==> src/rtl/mem_access_stage.sv <==
// mem_access_stage: MEM pipeline stage bridging EX/MEM to a req/ack data port.
// Stalls the front of the pipe while an access is outstanding.
module mem_access_stage #(
  parameter int TIMEOUT = 255
) (
  input  logic        clk,
  input  logic        reset,
  input  logic [31:0] ALUOutM,
  input  logic [31:0] WriteDataM,
  input  logic [3:0]  WA3M,
  input  logic        MemWriteM,
  input  logic        MemToRegM,
  input  logic        RegWriteM,
  input  logic        PCSrcM,
  input  logic        ByteM,
  output logic        mem_req,
  output logic        mem_we,
  output logic [31:0] mem_addr,
  output logic [3:0]  mem_be,
  output logic [31:0] mem_wdata,
  input  logic [31:0] mem_rdata,
  input  logic        mem_ack,
  output logic [31:0] RD,
  output logic [31:0] ALUOutOut,
  output logic [3:0]  WA3Out,
  output logic        MemToRegOut,
  output logic        RegWriteOut,
  output logic        PCSrcOut,
  output logic        StallM,
  output logic        align_err,
  output logic        timeout_err
);

  typedef enum logic [1:0] {
    S_IDLE,
    S_WAIT,
    S_DONE
  } state_t;

  localparam logic [7:0] LP_TO = TIMEOUT[7:0];

  state_t      r_state;
  state_t      w_next;
  logic [7:0]  r_cnt;
  logic [31:0] r_cap;
  logic        r_tmo_hit;

  logic        w_access;
  logic        w_load;
  logic        w_ack;
  logic        w_tmo;
  logic        w_misalign;
  logic [7:0]  w_byte;

  assign w_access   = MemWriteM | MemToRegM;
  assign w_load     = MemToRegM & ~MemWriteM;
  assign w_ack      = mem_ack & mem_req;
  assign w_misalign = ~ByteM & (ALUOutM[1:0] != 2'b00);

  // Ack in the final counted cycle wins over the timeout.
  assign w_tmo = (r_state == S_WAIT) & ~mem_ack & (r_cnt <= 8'd1);

  always_comb begin
    w_next = r_state;
    unique case (r_state)
      S_IDLE: begin
        if (w_access)
          w_next = mem_ack ? S_DONE : S_WAIT;
      end
      S_WAIT: begin
        if (mem_ack || w_tmo)
          w_next = S_DONE;
      end
      S_DONE:  w_next = S_IDLE;
      default: w_next = S_IDLE;
    endcase
  end

  always_ff @(posedge clk or posedge reset) begin
    if (reset) begin
      r_state     <= S_IDLE;
      r_cnt       <= 8'd0;
      r_cap       <= 32'd0;
      r_tmo_hit   <= 1'b0;
      align_err   <= 1'b0;
      timeout_err <= 1'b0;
    end else begin
      r_state   <= w_next;
      r_tmo_hit <= w_tmo;
      if (r_state == S_IDLE && w_next == S_WAIT)
        r_cnt <= LP_TO;
      else if (r_state == S_WAIT && r_cnt != 8'd0)
        r_cnt <= r_cnt - 8'd1;
      if (w_ack && w_load)
        r_cap <= mem_rdata;
      if (w_tmo)
        timeout_err <= 1'b1;
      if (mem_req && w_misalign)
        align_err <= 1'b1;
    end
  end

  always_comb begin
    mem_req = 1'b0;
    if (!reset) begin
      if (r_state == S_WAIT)
        mem_req = 1'b1;
      else if (r_state == S_IDLE && w_access)
        mem_req = 1'b1;
    end
  end

  assign StallM    = mem_req;
  assign mem_we    = MemWriteM;
  assign mem_addr  = {ALUOutM[31:2], 2'b00};

  always_comb begin
    mem_be    = 4'b1111;
    mem_wdata = WriteDataM;
    if (MemWriteM && ByteM) begin
      mem_be    = 4'b0001 << ALUOutM[1:0];
      mem_wdata = {4{WriteDataM[7:0]}};
    end
  end

  always_comb begin
    w_byte = r_cap[7:0];
    unique case (ALUOutM[1:0])
      2'd0: w_byte = r_cap[7:0];
      2'd1: w_byte = r_cap[15:8];
      2'd2: w_byte = r_cap[23:16];
      2'd3: w_byte = r_cap[31:24];
      default: w_byte = r_cap[7:0];
    endcase
  end

  always_comb begin
    RD = 32'd0;
    if (r_state == S_DONE && w_load) begin
      if (r_tmo_hit)
        RD = 32'hDEADBEEF;
      else if (ByteM)
        RD = {24'd0, w_byte};
      else
        RD = r_cap;
    end
  end

  assign ALUOutOut   = ALUOutM;
  assign WA3Out      = WA3M;
  assign MemToRegOut = MemToRegM;
  assign RegWriteOut = ~reset & ~StallM & RegWriteM;
  assign PCSrcOut    = ~reset & ~StallM & PCSrcM;

endmodule
==> config.mk <==
export PLATFORM = sky130hd
export DESIGN_NAME = mem_access_stage
export DESIGN_NICKNAME = d
export VERILOG_FILES = /design/src/rtl/mem_access_stage.sv
export SDC_FILE = /design/constraint.sdc
export NUM_CORES = 1
export LEC_CHECK = 0
export BUFFER_PORTS_ARGS = -buffer_cell sky130_fd_sc_hd__buf_2
export CAP_MARGIN = 20
export CORE_AREA = 2 2 98 100
export DETAILED_ROUTE_END_ITERATION = 10
export DIE_AREA = 0 0 100 102
export GPL_TIMING_DRIVEN = 0
export MAX_ROUTING_LAYER = met4
export PLACE_DENSITY = 0.72
export SYNTH_ARGS = -nofsm -noshare
export SYNTH_HDL_FRONTEND = slang
export SYNTH_SLANG_ARGS = --single-unit
==> constraint.sdc <==
create_clock -name clk -period 2.3 [get_ports clk]
set_clock_uncertainty 0.05 [all_clocks]
set_input_delay 0.23 -clock clk [delete_from_list [all_inputs] [get_ports clk]]
set_output_delay 0.23 -clock clk [all_outputs]
set_load 0.05 [all_outputs]
==> flow_metrics.tcl <==
set metrics [dict create \
    worst-path-max-fanout 7 \
    critPathMostFrequentCell "buf_6" \
    critical-path-top-delay-family "simple AND/OR/NAND/NOR gates" \
    synth_area_sq_mm 0.00328 \
    final_nets 692 \
    core_sq_mm 0.00911 \
    fin_crit_sh_pct 98.8 \
    crit_chain "buf_6 -> inv_4 -> or4b_4 -> nor3_4 -> buf_6 -> and2_4 -> buf_8" \
    synth_commonest_cells "buf_4 (80), dfrtp_1 (45), mux2_2 (31), nor2_1 (28), a21oi_1 (27)" \
    critPathCaptureType "primary output" \
    fin_area_sq_mm 0.00486 \
    cts_sinks 45 \
    ys_async_sr_fraction_pct 100 \
    rows 35 \
    critPathLaunchType "flip-flop" \
    synthCells 354 \
    yosysMostFrequentCell "buf_4" \
    initial_utilization_pct 36.1 \
    wl_um 11200 \
    numCtsBuffers 5 \
    rsz0062_at_grt "true" \
    period_needed_ns 2.27 \
    first_pass_iters 4 \
    cp.buffers_inverters 4 \
    finalMaxSlewViolations 0 \
    antenna_left 0 \
    final_hold_viol_count 0 \
    n_fill_cell 837 \
    cap_violations 0 \
    vias_per_cell 4.80 \
    yosysTopAreaCell "dfrtp_1" \
    status "completed" \
    yosys_warnings 0 \
    grt_pass1_wl_um 16200 \
    synth_edf_count 0 \
    cpMaxStageDelayCell "or4b_4" \
    hold_depth 2 \
    drt-wirelength-per-cell_um 16.2 \
    arrival_ns 1.99 \
    min-delay-path-class "input port to flip-flop" \
    finalSetupTns_ns 0 \
    slew_headroom_pct 62.9 \
    vias 3332 \
    min_to "r_cap[13]$_DFFE_PP0P_" \
    grt_pass1_vias 3134 \
    clk_latency_ns 0.30 \
    overflow 0 \
    syn-mean-instance-area_sq_um 9.28 \
    grt_start_max_net_pins 26 \
    setup_viol 0 \
    r2r_setup_slack_ns 0.28 \
    cp.required_ns 2.02 \
    ys_seq_area_share_pct 34.3 \
    worstHoldStart "mem_rdata[13]" \
    cts_max_level 2 \
    worst-r2r-cell-count 7 \
    port_buffers 215 \
    reg2reg_to "r_cap[11]$_DFFE_PP0P_" \
    io_pins 252 \
    reg2reg_from "r_state[1]$_DFF_PP0_" \
    globalRouteTotalUtil_pct 20.7 \
    seqCellArea_sq_mm 0.00113 \
    slowest_delay_ns 0.60 \
    diodes 0 \
    drive_above_1_share_pct 62.8 \
    drc 0 \
    drtIter0Drc 166 \
    fmax_ghz 0.440 \
    place_area_sq_mm 0.00454 \
    ys_ff_latch 45 \
    cts_tree "built" \
    gp_congestion 1.00 \
    synth_top_area_share_pct 34.3 \
    dieArea_sq_mm 0.0102 \
    clock_path_buffers 2 \
    die-width_um 100 \
    clockRootBuffer "clkbuf_8" \
    die_h_um 102 \
    multi_input_area_sq_mm 0.00149 \
    antenna_found_initial 0 \
    ys_types 44 \
    path_class "flip-flop to primary output" \
    p_leak_uw 0.00264 \
    dp_hpwl_um 9210 \
    yosys_most_used_dff "dfrtp_1" \
    cts.reportedPaths.clkPinSlew_ns 0.09 \
    ys_top_cells_by_area "dfrtp_1 (34%), buf_4 (18%), mux2_2 (11%)" \
    power_density_mw_per_mm2 593 \
    worst_pin_slew_ns 0.549 \
    vdd_drop_max_uv 409 \
    syn_to_final_growth_pct 48.0 \
]
-- per-layer routing --
metal / up-vias / global-route usage (%) / wire length [um]
li1: 1600 / - / -
met1: 1591 / 25.2 / 4580
met2: 130 / 36.9 / 5860
met3: 11 / 2.67 / 643
met4: 0 / 4.32 / 133
met5: - / - / 0
-- sequential cells by signal, indices dropped and copies added (netlist names) --
register / cells
align_err: 1
timeout_err: 1
r_cnt: 8
r_cap: 32
r_tmo_hit: 1
r_state: 2
-- cells by family (layout without fill, tap and decap cells) --
kind of cell | count (synthesis) | after routing | share of synthesized area, %
other cells | 1 | 2 | 0.114
buf+inv | 105 | 333 | 21.6
simple gates | 84 | 84 | 13.6
flops | 45 | 45 | 34.3
xor+xnor | 4 | 4 | 1.07
fa+ha+maj | 2 | 2 | 0.762
compound gates | 72 | 72 | 14.8
mux | 41 | 41 | 13.8
-- timing repair --
action                                  in CTS  in global routing
endpoints found under the hold margin       22                  0
hold buffers                                 1                  0
buffers inserted                             2                  2
gates resized for setup                     24                 57
endpoints found under the setup margin      28                 31
pin swaps                                    2                  4
-- area by class of cell --
cell class / count / area share (%)
timing repair buffer: 221 / 26.7
tap: 111 / 2.86
multi-input combinational: 205 / 30.6
buffer: 96 / 13.8
clock buffer: 7 / 1.98
clock inverter: 1 / 0.180
sequential: 45 / 23.2
inverter: 8 / 0.669
-- how the worst max path moves through the flow --
stage	cells after the start	slack, ns	to	from
3_5_place_dp	7	0.12	RD[14]	r_state[1]$_DFF_PP0_
4_1_cts	5	0.003	RD[29]	r_state[0]$_DFF_PP0_
3_3_place_gp	4	-0.25	RegWriteOut	reset
2_1_floorplan	6	-0.05	RD[5]	r_state[1]$_DFF_PP0_
5_1_grt	7	-0.03	RD[22]	r_state[1]$_DFF_PP0_
6_report	7	0.03	RD[17]	r_state[1]$_DFF_PP0_
-- worst reg2reg max path, cell delays in order (launching register included) --
cell	delay, ns
dfrtp_1	0.38
buf_6	0.13
buf_4	0.14
nor2_1	0.08
and4b_1	0.24
clkbuf_1	0.21
buf_2	0.30
mux2_2	0.37
-- power by group --
part           switching [uW]  leakage [uW]  total (uW)  internal, uW
clock network             276     0.0000549         553           278
logic                     760       0.00206        1230           468
registers                 142      0.000521        1100           961
total                    1180       0.00264        2880          1710
-- cells in the final DEF (no fill, tap or decap), types with 3 or more instances in the layout --
cell,synthesis,final
o221ai_1,7,7
nand2_1,15,15
buf_4,80,98
inv_1,6,5
mux2i_1,8,8
clkbuf_8,0,7
nand3_1,3,3
a21o_1,26,26
or4_1,3,3
or2_2,3,3
clkbuf_1,8,8
and2_4,0,7
buf_6,1,7
nor2_1,28,26
clkbuf_4,0,4
and3_1,10,10
buf_8,0,7
buf_2,6,190
dfrtp_1,45,45
mux2_2,31,31
a21oi_1,27,27
-- stage by stage --
step | utilization, % | power (uW) | std cells | setup slack, ns | hold slack [ns]
final | 53.4 | 2880 | 694 | 0.0278 | 0.0997
after floorplan | - | 2000 | 355 | -0.0516 | 0.250
after CTS | 51.9 | 2880 | 692 | 0.00311 | 0.0965
after detailed placement | 49.9 | 2320 | 682 | 0.124 | 0.282
after global placement | 49.6 | 2280 | 681 | -0.249 | 0.388
after global routing | 53.4 | 3030 | 694 | -0.0332 | 0.0853
(Power assumes the default switching activity.)
